--- src/rtl/pix_stager_pkg.sv ---
// Shared types and constants for the pixel_stager line-buffer writer.
package pix_stager_pkg;

  localparam int unsigned PIX_W     = 16;
  localparam int unsigned HALF_PIX  = 40;
  localparam int unsigned LINE_PIX  = 1024;
  localparam int unsigned STORE_PIX = 2 * HALF_PIX;
  localparam int unsigned STORE_W   = STORE_PIX * PIX_W;

  // need_pixel request encodings from scanout
  localparam logic [1:0] NEED_HI = 2'd1;
  localparam logic [1:0] NEED_LO = 2'd2;

  // Write-index landmarks
  localparam logic [6:0] IDX_TOP    = 7'(STORE_PIX - 1);
  localparam logic [6:0] IDX_MID    = 7'(HALF_PIX);
  localparam logic [6:0] IDX_LO_TOP = 7'(HALF_PIX - 1);

  localparam logic [10:0] COUN_LAST = 11'(LINE_PIX - 1);

  typedef enum logic [2:0] {
    ST_PRIME,
    ST_IDLE,
    ST_FILL_HI,
    ST_FILL_LO,
    ST_ZREQ
  } stager_state_t;

  // Column counter advance with wrap at end of the visible line
  function automatic logic [10:0] coun_next(input logic [10:0] c);
    return (c == COUN_LAST) ? '0 : c + 11'd1;
  endfunction

endpackage

--- src/rtl/pixel_stager.sv ---
// pixel_stager: packs a valid/ready pixel stream into the 80-pixel
// double-half storage buffer read by VGA scanout, refilling each half on
// need_pixel requests and driving the zoom flush handshake.
// Optional: define PIX_STAGER_UNDERRUN_EN to add a sticky underrun output.
module pixel_stager
  import pix_stager_pkg::*;
(
  input  logic               clk,
  input  logic               rst,
  input  logic               pix_valid,
  input  logic [PIX_W-1:0]   pix_data,
  output logic               pix_ready,
  input  logic               zoom_req,
  output logic               zoom_busy,
  output logic               start,
  output logic               zoom,
  input  logic               zoom_ack2,
  input  logic [1:0]         need_pixel,
  output logic [STORE_W-1:0] storage,
  output logic [10:0]        store_coun
`ifdef PIX_STAGER_UNDERRUN_EN
  ,
  output logic               underrun
`endif
);

  stager_state_t state_q, state_d;

  logic [6:0]         wr_idx_q, wr_idx_d;
  logic [10:0]        coun_q, coun_d;
  logic [STORE_W-1:0] storage_q, storage_d;
  logic               start_q, start_d;
  logic               zoom_q, zoom_d;
  logic               busy_q, busy_d;
  logic               pend_hi_q, pend_hi_d;
  logic               pend_lo_q, pend_lo_d;

  logic        accept;
  logic        zoom_go;
  logic        zoom_done;
  logic        prime_done;
  logic        latch_en;
  logic        hi_req;
  logic        lo_req;
  logic [10:0] wr_bit;

  assign accept     = pix_valid & pix_ready;
  assign zoom_go    = zoom_req & (state_q != ST_ZREQ);
  assign zoom_done  = (state_q == ST_ZREQ) & zoom_ack2;
  assign prime_done = (state_q == ST_PRIME) & accept & (wr_idx_q == '0) & ~zoom_go;
  assign latch_en   = (state_q != ST_ZREQ) & (state_q != ST_PRIME);
  assign hi_req     = (need_pixel == NEED_HI);
  assign lo_req     = (need_pixel == NEED_LO);
  assign wr_bit     = 11'(wr_idx_q) * 11'(PIX_W);

  // State register
  always_ff @(posedge clk or posedge rst) begin
    if (rst) state_q <= ST_PRIME;
    else     state_q <= state_d;
  end

  // Next-state logic; zoom request overrides every non-ZREQ state
  always_comb begin
    state_d = state_q;
    if (zoom_go) begin
      state_d = ST_ZREQ;
    end else begin
      unique case (state_q)
        ST_PRIME:   if (accept && wr_idx_q == '0)     state_d = ST_IDLE;
        ST_IDLE: begin
          if (pend_hi_q)      state_d = ST_FILL_HI;
          else if (pend_lo_q) state_d = ST_FILL_LO;
        end
        ST_FILL_HI: if (accept && wr_idx_q == IDX_MID) state_d = ST_IDLE;
        ST_FILL_LO: if (accept && wr_idx_q == '0)      state_d = ST_IDLE;
        ST_ZREQ:    if (zoom_ack2)                     state_d = ST_PRIME;
        default:                                       state_d = ST_PRIME;
      endcase
    end
  end

  // Output logic: ready whenever the state is writing storage
  always_comb begin
    pix_ready = (state_q == ST_PRIME) || (state_q == ST_FILL_HI) ||
                (state_q == ST_FILL_LO);
  end

  // Datapath next-state: storage writes, index/column counters, flags
  always_comb begin
    storage_d = storage_q;
    wr_idx_d  = wr_idx_q;
    coun_d    = coun_q;
    start_d   = start_q;
    zoom_d    = zoom_q;
    busy_d    = busy_q;
    pend_hi_d = pend_hi_q;
    pend_lo_d = pend_lo_q;

    if (accept) begin
      if (wr_idx_q <= IDX_TOP) storage_d[wr_bit +: PIX_W] = pix_data;
      wr_idx_d = wr_idx_q - 7'd1;
      coun_d   = coun_next(coun_q);
    end

    // Serving a pending request: hi has priority over lo
    if (state_q == ST_IDLE) begin
      if (pend_hi_q) begin
        wr_idx_d  = IDX_TOP;
        pend_hi_d = 1'b0;
      end else if (pend_lo_q) begin
        wr_idx_d  = IDX_LO_TOP;
        pend_lo_d = 1'b0;
      end
    end

    // A new request sets after any clear, so a request for the half being
    // filled re-latches and triggers another fill of that half afterwards
    if (latch_en && hi_req) pend_hi_d = 1'b1;
    if (latch_en && lo_req) pend_lo_d = 1'b1;

    if (prime_done) begin
      start_d = 1'b1;
      busy_d  = 1'b0;
    end

    if (zoom_go) begin
      pend_hi_d = 1'b0;
      pend_lo_d = 1'b0;
      zoom_d    = 1'b1;
      busy_d    = 1'b1;
    end else if (zoom_done) begin
      zoom_d   = 1'b0;
      wr_idx_d = IDX_TOP;
      coun_d   = '0;
    end
  end

  // Datapath registers
  always_ff @(posedge clk or posedge rst) begin
    if (rst) begin
      storage_q <= '0;
      wr_idx_q  <= IDX_TOP;
      coun_q    <= '0;
      start_q   <= 1'b0;
      zoom_q    <= 1'b0;
      busy_q    <= 1'b0;
      pend_hi_q <= 1'b0;
      pend_lo_q <= 1'b0;
    end else begin
      storage_q <= storage_d;
      wr_idx_q  <= wr_idx_d;
      coun_q    <= coun_d;
      start_q   <= start_d;
      zoom_q    <= zoom_d;
      busy_q    <= busy_d;
      pend_hi_q <= pend_hi_d;
      pend_lo_q <= pend_lo_d;
    end
  end

  assign storage    = storage_q;
  assign store_coun = coun_q;
  assign start      = start_q;
  assign zoom       = zoom_q;
  assign zoom_busy  = busy_q;

`ifdef PIX_STAGER_UNDERRUN_EN
  logic underrun_q;
  logic underrun_evt;

  assign underrun_evt = ((state_q == ST_FILL_HI) & hi_req) |
                        ((state_q == ST_FILL_LO) & lo_req);

  // Sticky underrun flag, cleared by zoom acknowledge
  always_ff @(posedge clk or posedge rst) begin
    if (rst)               underrun_q <= 1'b0;
    else if (zoom_done)    underrun_q <= 1'b0;
    else if (underrun_evt) underrun_q <= 1'b1;
  end

  assign underrun = underrun_q;
`endif

endmodule

--- config.mk ---
export PLATFORM = sky130hd
export DESIGN_NAME = pixel_stager
export DESIGN_NICKNAME = d
export VERILOG_FILES = /design/src/rtl/pix_stager_pkg.sv /design/src/rtl/pixel_stager.sv
export SDC_FILE = /design/constraint.sdc
export NUM_CORES = 2
export LEC_CHECK = 0
export ABC_AREA = 0
export CORE_AREA = 4 4 513 515
export DETAILED_ROUTE_END_ITERATION = 16
export DIE_AREA = 0 0 517 519
export GPL_ROUTABILITY_DRIVEN = 1
export PLACE_DENSITY = 0.41
export SKIP_LAST_GASP = 1
export SLEW_MARGIN = 15
export SYNTH_ARGS = -nofsm -noshare
export SYNTH_HDL_FRONTEND = slang
export SYNTH_SLANG_ARGS = --single-unit
export TNS_END_PERCENT = 100
--- constraint.sdc ---
create_clock -name clk -period 85.8 [get_ports clk]
set_clock_uncertainty 0.05 [all_clocks]
set_input_delay 21.45 -clock clk [delete_from_list [all_inputs] [get_ports clk]]
set_output_delay 21.45 -clock clk [all_outputs]
set_load 0.05 [all_outputs]
==> impl_metrics.yaml <==
status:
  status: "finished clean"
clocking:
  htree_levels: 4
  cts_setup_buffers: 0
  cts_resized: 0
  cts_sinks: 1306
  cts_max_path_buffers: 3
  clk_latency_ps: 790
  cts_buffers: 160
  cts_tree: "yes"
  hold_buffers: 0
  cts-root-buf: "clkbuf_16"
  clkTransAtPathRegs_ps: 60
synth:
  synthFlopType: "dfrtp_1"
  syn_area_per_cell_um2: 14.6
  ys_ff_latch: 1306
  synth-edff-count: 0
  synth_nets: 3633
  synth.distinct_cells: 61
  netlist_area_um2: 52700
  synthArstFlopShare_pct: 100
  synth_warnings: 0
  syn-instance-count: 3604
  ys_seq_area_share_pct: 62.0
timing:
  tightest_slew_ps: 1190
  slew_headroom_pct: 20.4
  finalCritPeriodShare_pct: 29.2
  rsz0062_at_grt: "no"
  drv_slew: 0
  setup_viol: 0
  setup_slack_ps: 60750
  finalHoldViolations: 0
  setup-tns-final_ps: 0
  fin_crit_ps: 25050
  fmax_mhz: 39.9
  fin_hold_ws_ps: 424
hold_path:
  min_from: "start$_DFFE_PP0P_"
  hp-class: "reg -> reg"
  holdPathStages: 2
  hold-path-endpoint: "start$_DFFE_PP0P_"
drt:
  via_count: 36100
  drc: 0
  drt_iter0_drc: 2109
  drtAntennaViolNets: 0
  firstDrtPassIters: 5
  wl_per_cell_um: 31.5
  drt-vias-per-instance: 4.24
  wl_um: 268000
power_and_ir_drop:
  power.total_mw: 1.78
  power_density_nw_per_um2: 23.5
  p_leak_nw: 35.1
  vdd_ir_drop_max_mv: 0.0201
worst_setup_path:
  r2r_slack_ps: 80550
  ff2ff_path_depth: 8
  crit_path_frequent_cell: "buf_4"
  worst-path-max-fanout: 104
  r2r-end: "storage[1239]$_DFFE_PP0P_"
  cp_slowest_stage_delay_ps: 820
  worstSetupStartpointType: "input port"
  critical_path.top_delay_family: "buffers and inverters"
  critical_path_class: "in -> async"
  required_ps: 86550
  crit_arrival_ps: 25800
  worstReg2RegStart: "wr_idx_q[0]$_DFF_PP1_"
  crit_slowest_cell: "buf_4"
  cp_cell_sequence: "clkdlybuf4s50_1, inv_8, buf_4, buf_4, buf_4, buf_4"
  cp_num_buf_inv: 6
  cp-end-kind: "asynchronous set/reset pin"
die:
  io_pins: 1318
  die_w_um: 517
  start_util_pct: 20.4
  fp.dieH_um: 519
  die_area_um2: 268000
  core_area_um2: 259000
  row_count: 187
grt:
  grt_pass1_wl_um: 359000
  grt_max_degree: 161
  grt_pass1_vias: 38100
  grtUsageMet3_pct: 7.01
  track_usage_pct: 19.4
  gr-usage-met1_pct: 24.5
  use_met2_pct: 31.9
  antenna_found_initial: 29
  grt.busiest_layer: "met2"
  grt-ovfl-total: 0
placement:
  routabilityCongestion: 0.791
  dp_slack_ps: 59710
  hpwl_um: 197000
  placed_area_um2: 70200
  dp.cells: 8205
  portBuffers: 1317
cells_and_area:
  drive_above_1_share_pct: 32.8
  nets: 4995
  design_area_um2: 75700
  post-route-util_pct: 29.2
  area_delta_synth_final_pct: 43.5
  fin_cells: 8520
run:
  drv_cap: 0
## layout make-up
cell class	instances	area [um2]
clock buffers	242	4770
well taps	3402	4260
flip-flops and latches	1306	32700
diodes	26	65.1
fillers	26300	183000
inverters	93	357
repair buffers	1435	14000
multi-input cells	1970	18800
clock inverters	46	672
## placed cells by master (no fill, tap or decap), types with 49 or more instances in the layout
cell type	instances
dfrtp_1	1301
mux2_2	1160
nor2_1	185
and3_1	55
nand3_1	49
mux2i_1	80
clkdlybuf4s50_1	1301
nand2_1	98
inv_1	92
clkbuf_16	162
buf_4	114
## logic make-up (layout without fill, tap and decap cells)
family	count (synthesis)	count (layout)	synth area share, %
muxes	1263	1263	26.8
and+or+nand+nor	586	586	6.54
DFF	1306	1306	62.0
other	0	26	0
AOI/OAI and AO/OA	93	93	1.16
buffers and inverters	328	1816	2.98
adders and majority gates	6	6	0.142
xor gates and xnor gates	22	22	0.365
## worst max path at each step
stage / endpoint / cells past startpoint / from
CTS: storage[435]$_DFFE_PP0P_ / 6 / rst
global placement: storage[433]$_DFFE_PP0P_ / 6 / rst
finish: storage[692]$_DFFE_PP0P_ / 6 / rst
global route: storage[692]$_DFFE_PP0P_ / 6 / rst
detailed placement: storage[433]$_DFFE_PP0P_ / 6 / rst
floorplan: pend_hi_q$_DFFE_PP0P_ / 1 / rst
## registers in the layout, summed over array words and instances (netlist names)
register and flops:
storage 1280, store_coun 11, wr_idx_q 7, state_q 3, pend_hi_q 1, pend_lo_q 1, start 1, zoom 1
zoom_busy 1
## layer usage
metal	vias to the layer above	wire length (um)
met1	19200	113000
met5	-	7
li1	15400	-
met3	246	23700
met2	1266	126000
met4	2	5600
## cell usage after synthesis (44+ instances only)
| cell type | count | share of area [%] |
|---|---|---|
| and3_1 | 56 | 0.66 |
| buf_2 | 56 | 0.53 |
| buf_4 | 50 | 0.71 |
| clkbuf_1 | 101 | 0.72 |
| dfrtp_1 | 1301 | 62 |
| inv_1 | 93 | 0.66 |
| mux2_2 | 1160 | 25 |
| mux2i_1 | 80 | 1.5 |
| nand2_1 | 101 | 0.72 |
| nand3_1 | 50 | 0.47 |
| nor2_1 | 190 | 1.4 |
| o21ai_0 | 44 | 0.42 |
## where the power goes
group          leakage, nW  switching, mW  internal, mW
logic                 14.6          0.317        0.0913
registers             17.8         0.0224         0.644
clock network         2.67          0.293         0.409
total                 35.1          0.632          1.14
## worst min-delay path, cell delays in order (launching register included)
cell     delay, ps
dfrtp_1        340
inv_1           40
o41ai_1         50
(Power assumes the default switching activity.)
